==> config.mk <==
export PLATFORM = sky130hd
export DESIGN_NAME = siso_xfer_ctrl
export DESIGN_NICKNAME = d
export VERILOG_FILES = /design/src/rtl/siso_pkg.sv /design/src/rtl/siso_xfer_ctrl.sv
export SDC_FILE = /design/constraint.sdc
export NUM_CORES = 1
export LEC_CHECK = 0
export BUFFER_PORTS_ARGS = -buffer_cell sky130_fd_sc_hd__buf_2
export CAP_MARGIN = 20
export CORE_MARGIN = 2
export CORE_UTILIZATION = 31
export CTS_BUF_LIST = sky130_fd_sc_hd__clkbuf_2
export DETAILED_ROUTE_END_ITERATION = 8
export PLACE_DENSITY = 0.62
export SLEW_MARGIN = 20
export SYNTH_ARGS = -nofsm -noshare
export SYNTH_HDL_FRONTEND = slang
export SYNTH_SLANG_ARGS = --single-unit
==> constraint.sdc <==
create_clock -name clk -period 1.61 [get_ports clk]
set_input_delay 0.322 -clock clk [delete_from_list [all_inputs] [get_ports clk]]
set_output_delay 0.322 -clock clk [all_outputs]
set_load 0.05 [all_outputs]
==> src/rtl/siso_pkg.sv <==
// Shared types and helpers for the SISO transfer controller and its delay chain.
package siso_pkg;

    typedef enum logic [1:0] {
        IDLE  = 2'd0,
        SHIFT = 2'd1,
        FLUSH = 2'd2,
        DONE  = 2'd3
    } state_t;

    localparam logic FILL_BIT = 1'b0;

    // Ceiling log2, never below 1 so a counter always has at least one bit.
    function automatic int clog2(input int n);
        int r;
        r = 0;
        for (int i = 0; i < 31; i++) begin
            if ((1 << i) < n) begin
                r = i + 1;
            end
        end
        return (r < 1) ? 1 : r;
    endfunction

endpackage

==> src/rtl/siso_xfer_ctrl.sv <==
// Serialises a word through an external SISO chain and reassembles it: WIDTH+DEPTH shift cycles per word.
// DONE holds out_valid/out_data until out_ready; no new word is accepted until the result is taken.
module siso_xfer_ctrl
    import siso_pkg::*;
#(
    parameter int WIDTH     = 8,
    parameter int DEPTH     = 4,
    parameter bit MSB_FIRST = 1'b1
) (
    input  logic             clk,
    input  logic             rst,
    input  logic [WIDTH-1:0] in_data,
    input  logic             in_valid,
    output logic             in_ready,
    output logic             shift_en,
    output logic             sin,
    input  logic             sout,
    output logic [WIDTH-1:0] out_data,
    output logic             out_valid,
    input  logic             out_ready,
    output logic             busy
);

    localparam int CW = clog2(WIDTH + DEPTH + 1);
    localparam logic [CW-1:0] LP_LAST_SHIFT = CW'(WIDTH - 1);
    localparam logic [CW-1:0] LP_LAST_FLUSH = CW'(WIDTH + DEPTH - 1);
    localparam logic [CW-1:0] LP_DEPTH      = CW'(DEPTH);

    state_t           r_state;
    state_t           w_next;
    logic [WIDTH-1:0] r_tx;
    logic [WIDTH-1:0] r_rx;
    logic [CW-1:0]    r_cnt;
    logic [CW-1:0]    w_rx_cnt;
    logic [CW-1:0]    w_bit_pos;
    logic             w_accept;
    logic             w_active;
    logic             w_capture;
    logic             w_tx_bit;

    assign w_accept  = (r_state == IDLE) && in_valid;
    assign w_active  = (r_state == SHIFT) || (r_state == FLUSH);
    // Before DEPTH shifts sout still carries whatever the chain held, so it is dropped.
    assign w_capture = w_active && (r_cnt >= LP_DEPTH);
    assign w_rx_cnt  = r_cnt - LP_DEPTH;
    assign w_bit_pos = MSB_FIRST ? (LP_LAST_SHIFT - w_rx_cnt) : w_rx_cnt;
    assign w_tx_bit  = MSB_FIRST ? r_tx[WIDTH-1] : r_tx[0];

    always_ff @(posedge clk or negedge rst) begin
        if (!rst) begin
            r_tx  <= '0;
            r_rx  <= '0;
            r_cnt <= '0;
        end else begin
            if (w_accept) begin
                r_tx  <= in_data;
                r_cnt <= '0;
            end else if (w_active) begin
                r_cnt <= r_cnt + CW'(1);
            end
            if (r_state == SHIFT) begin
                r_tx <= MSB_FIRST ? (r_tx << 1) : (r_tx >> 1);
            end
            for (int b = 0; b < WIDTH; b++) begin
                if (w_capture && (w_bit_pos == CW'(b))) begin
                    r_rx[b] <= sout;
                end
            end
        end
    end

    always_ff @(posedge clk or negedge rst) begin
        if (!rst) begin
            r_state <= IDLE;
        end else begin
            r_state <= w_next;
        end
    end

    always_comb begin
        w_next = r_state;
        unique case (r_state)
            IDLE:    if (in_valid) w_next = SHIFT;
            SHIFT:   if (r_cnt == LP_LAST_SHIFT) w_next = FLUSH;
            FLUSH:   if (r_cnt == LP_LAST_FLUSH) w_next = DONE;
            DONE:    if (out_ready) w_next = IDLE;
            default: w_next = IDLE;
        endcase
    end

    always_comb begin
        in_ready  = 1'b0;
        shift_en  = 1'b0;
        sin       = FILL_BIT;
        out_valid = 1'b0;
        busy      = 1'b1;
        unique case (r_state)
            IDLE: begin
                in_ready = 1'b1;
                busy     = 1'b0;
            end
            SHIFT: begin
                shift_en = 1'b1;
                sin      = w_tx_bit;
            end
            FLUSH:   shift_en  = 1'b1;
            DONE:    out_valid = 1'b1;
            default: busy      = 1'b1;
        endcase
    end

    assign out_data = r_rx;

endmodule

==> run metrics, run 1 <==
final worst-path setup slack -47.18 ps; critical path type register to primary output; vias in the first global route 855; CP endpoint kind primary output; commonest non-fill, non-tap cells in the layout dfrtp_1 (22), buf_2 (20), nand2_1 (15), buf_4 (9), mux2i_1 (8); Final Util about 44%; Initial DRC Count 24; total gr overflow 0; Syn Nets 130; maximum capacitance violations 0; H-tree levels 1; CP max FO 3; die area 0.004277 sq mm; RSZ-0062 raised after global routing true; CTS Buffer Depth 2; post-synth cell types 25; clk_skew 2.108 ps; IO buf count 25; Yosys warnings 0; Worst Tran Pin Value about 500 ps; fin crit period around 1700 ps; clock sinks 22; n_diodes 0; initial antenna violation count 0; Post-Synthesis Cells roughly 110; drt pass-1 iters 4; FILL cells between 300 and 400; share of cells above drive strength 1 45.45%; vias 862; final RePlAce weighted congestion 0.6992; area grow syn2layout 35.55%; Data required, critical path 1290 ps; Cells after DPL 177; sequential fraction of the synthesis area 47.11%; Die Ht 65.40 microns; commonest non-fill, non-tap cell in the layout dfrtp_1; final instance area 0.001584 sq mm; outcome finished, violations left; post-DR wirelength/cell approximately 12 microns; Placed Area 0.001385 sq mm; # setup viols final 4; f_max 603.4 MHz; Root Buffer clkbuf_2; Routed Antenna Nets 0; number of remaining DRC errors 0; max_slew headroom 67.20%; fin crit share 102.9%; Synth Cell Area 0.001169 sq mm; drt via density 4.513; DP Wirelength ~1600 microns; final cell count without fillers 191; Final #Nets 168; area of the multi-input gates 651.9 sq um; kind of start point of the critical path register; global-route usage over all layers between 10% and 20%; largest net degree at the start of global routing 23; die width 65.40 microns; fin. max-slew vios 0; initial core utilization 32.16%; CTS clk-pin slew, worst paths 180 ps; Yosys reg bits 22; Num CTS Buffers 3; worst min path class input port to register; Std-Cell Rows 22; Final Hold Viols 0; Worst EP arrival 1340 ps; register area between 500 and 600 sq um; Core ar. between 0.003 and 0.004 sq mm; first-pass GRT wire length 3870 microns; CTS tree built; violated checks negative setup slack; IO Count 26; Avg Cell Area, Syn 10.92 sq um; Clk Latency, worst-skew pair roughly 320 ps; WL final approximately 2300 microns
-- stage by stage --
stage,setup WS [ps],setup TNS [ps],hold WS (ps)
2_1_floorplan,-176.5,-282.3,26.41
3_3_place_gp,133.5,0,307.2
3_5_place_dp,71.44,0,320.8
4_1_cts,-57.67,-89.15,200.3
5_1_grt,-137.7,-664.5,183.2
6_report,-47.18,-109.2,212.1
-- state kept, by name, indices dropped and copies added (netlist names) --
name,cells
r_state,2
r_tx,8
r_cnt,4
out_data,8
-- worst max-delay path, cell delays in order, from the launching register on --
cell	delay, ps
dfrtp_1	450
buf_6	140
ha_4	150
and2_4	130
buf_8	140
-- synth_stat cells (all sizes together) --
cell / count / area, sq um
nand4b: 2 / 17.52
a2bb2oi: 1 / 8.760
mux2: 9 / 105.1
xnor2: 1 / 8.760
o21ai: 7 / 35.03
nand4: 1 / 6.260
a21oi: 1 / 5.000
xor2: 2 / 17.52
buf: 3 / 26.27
and2: 2 / 12.51
nand3b: 2 / 15.01
nand3: 1 / 10.01
nor2: 6 / 25.03
inv: 6 / 22.52
a32oi: 1 / 8.760
clkbuf: 1 / 3.750
nand2: 20 / 75.07
mux2i: 8 / 80.08
dfrtp: 22 / 550.5
and3b: 1 / 10.01
ha: 10 / 125.1
-- final cells by class --
cell class              count  area share [%]
multi-input cells          75           41.15
well taps                  48           3.791
repair buffers             37           17.69
flip-flops and latches     22           34.76
clock buffers               3          0.9479
inverters                   6           1.659
-- worst paths after layout --
path	startpoint	end	slack, ps	cells after the start
hold / removal	in_data[0]	r_tx[0]	210	3
setup / recovery	r_state[0]	sin	-50	4
setup reg to reg	r_state[1]	r_state[1]	-10	7
min in group asynchronous	rst	out_data[0]	470	2
max in group asynchronous	rst	r_tx[5]	820	2
hold reg to reg	r_tx[6]	r_tx[7]	510	2
-- layer usage --
layer / GRT usage, % / routed length [microns]
met4: 1.563 / 41
met5: 0 / 0
met1: 16.27 / 1121
met3: 4.281 / 136
met2: 18.24 / 1011
-- logic make-up (layout without fill, tap and decap cells) --
kind of cell               after synthesis  count (layout)  synth area share, %
and+or+nand+nor                         35              35                14.67
buffers and inverters                   10              46                4.496
DFF                                     22              22                47.11
adders and majority gates               10              10                10.71
AOI/OAI and AO/OA                       10              10                4.925
xor gates and xnor gates                 3               3                2.249
muxes                                   17              17                15.85
-- repair_timing --
action / in CTS / in global routing
gates cloned: 0 / 0
buffers inserted: 7 / 3
hold endpoints to repair: 22 / 0
pin swaps: 1 / 6
hold buffers: 1 / 0
gates resized for setup: 17 / 9
setup endpoints to repair: 5 / 11
Power of run 1 is left out: the tool's default activity adds up to more than one toggle a clock period on the data nets, which glitch-free logic cannot reach.
==> inputs of run 2 (changes only) <==
Settings changed: ABC_CLOCK_PERIOD_IN_PS from default to 1610, CORE_UTILIZATION 31 to 40, PLACE_DENSITY 0.62 to 0.74.
==> run metrics, run 2 (synthesis gave the netlist of run 1 again) <==
outcome finished, violations left; violated checks negative setup slack; commonest non-fill, non-tap cell in the layout dfrtp_1; Slowest-stage cell, CP dfrtp_1; drt pass-1 iters 4; final RePlAce weighted congestion 0.8113; Reg2Reg Depth 6; kind of start point of the critical path register; DP Wirelength 1545 microns; post-place setup slack 72.74 ps; H-tree levels 1; hold slack final 208.8 ps; CTS tree built; Die Ht 58.05 microns; final cell count without fillers roughly 180; IO Count 26; RSZ-0062 raised after global routing true; Worst path depth 4; IO buf count 25; worst min path class input port to register; Final #Nets 169; CP max FO 3; area grow syn2layout 36.51%; Crit path max-delay family flip-flops; fin crit share 101.9%; # setup viols final 8; die width 58.05 microns; CP peak stage delay ~470 ps; initial antenna violation count 0; Cells after DPL 160; fin crit period ~1600 ps; Initial DRC Count 13; number of remaining DRC errors 0; CTS Buffer Depth 2; f_max 609.7 MHz; CTS clk-pin slew, worst paths 200 ps; initial core utilization 42.38%; CP endpoint kind primary output; FILL cells ~230; n_diodes 0; maximum capacitance violations 0; max_slew headroom 67.11%; post-DR wirelength/cell 13.27 microns; final worst-path setup slack -30.09 ps; Root Buffer clkbuf_2; critical path type register to primary output; Core ar. 0.002758 sq mm; commonest non-fill, non-tap cells in the layout dfrtp_1 (22), buf_2 (20), nand2_1 (13), buf_4 (11); clock sinks 22; first-pass GRT wire length approximately 3600 microns; CP bufs+invs 3; clk_skew around 14 ps; WL final 2322 microns; Data required, critical path 1290 ps; total gr overflow 0; vias in the first global route 824; largest net degree at the start of global routing 23; critical-path cell list inv_2 > ha_4 > clkinvlp_4 > buf_8; drt via density 4.869; die area 0.003370 sq mm; Num CTS Buffers 3; share of cells above drive strength 1 between 40 and 50%; Clk Latency, worst-skew pair just over 300 ps; Routed Antenna Nets 0; global-route usage over all layers 14.21%; fin. max-slew vios 0; vias roughly 850; Hold Path Stages 3; Std-Cell Rows 19; Worst EP arrival 1320 ps; Worst Tran Pin Value a little under 500 ps; Final Hold Viols 0
run 2: cell types whose count changed in the layout (fill, tap and decap cells not counted), sizes merged:
cell	before	now
buf	36	37
run 2: worst paths after layout:
check	startpoint	to	slack (ps)
min in group asynchronous	rst	out_data[0]	470
max in group asynchronous	rst	out_data[7]	800
max	r_state[0]	busy	-30
max reg2reg	r_state[0]	out_data[1]	-10
min	in_data[0]	r_tx[0]	210
min reg2reg	r_tx[5]	r_tx[6]	510
run 2: cell type report:
type	instances	area [sq um]	area share [%]
multi-input combinational	75	671.9	42.12
sequential	22	550.5	34.51
timing repair buffer	38	292.8	18.35
tap	31	38.79	2.431
inverter	6	26.28	1.647
clock buffer	3	15.01	0.9412
run 2: worst reg2reg max path: stages (launching register included):
cell     delay, ps
dfrtp_1        470
inv_2           80
ha_4           300
buf_12         110
and3b_2        220
nand2_2         60
mux2_4         290
run 2: layer usage:
| metal | part of all wire (%) | track usage, % | vias to the layer above |
|---|---|---|---|
| met1 | 49 | 18.16 | 401 |
| li1 | - | - | 433 |
| met3 | 4.0 | 2.455 | 2 |
| met2 | 47 | 24.19 | 16 |
| met5 | 0 | 0 | - |
| met4 | 0.43 | 4.983 | 0 |
run 2: stage by stage:
stage               cell area (sq um)  TNS, ps  util (%)
finish                           1595   -94.29     57.85
global placement                 1364        0     49.46
detailed placement               1364        0     49.46
global route                     1595   -654.3     57.85
CTS                              1506   -127.0     54.63
floorplan                        1214   -282.3         -
run 2: timing repair:
item,CTS,global route
setup endpoints to repair,4,14
endpoints found under the hold margin,22,0
resized for setup,15,14
pin swaps,2,5
gates cloned,0,0
hold buffers,1,0
buffers inserted,7,4
Power of run 2 is left out for the same reason.
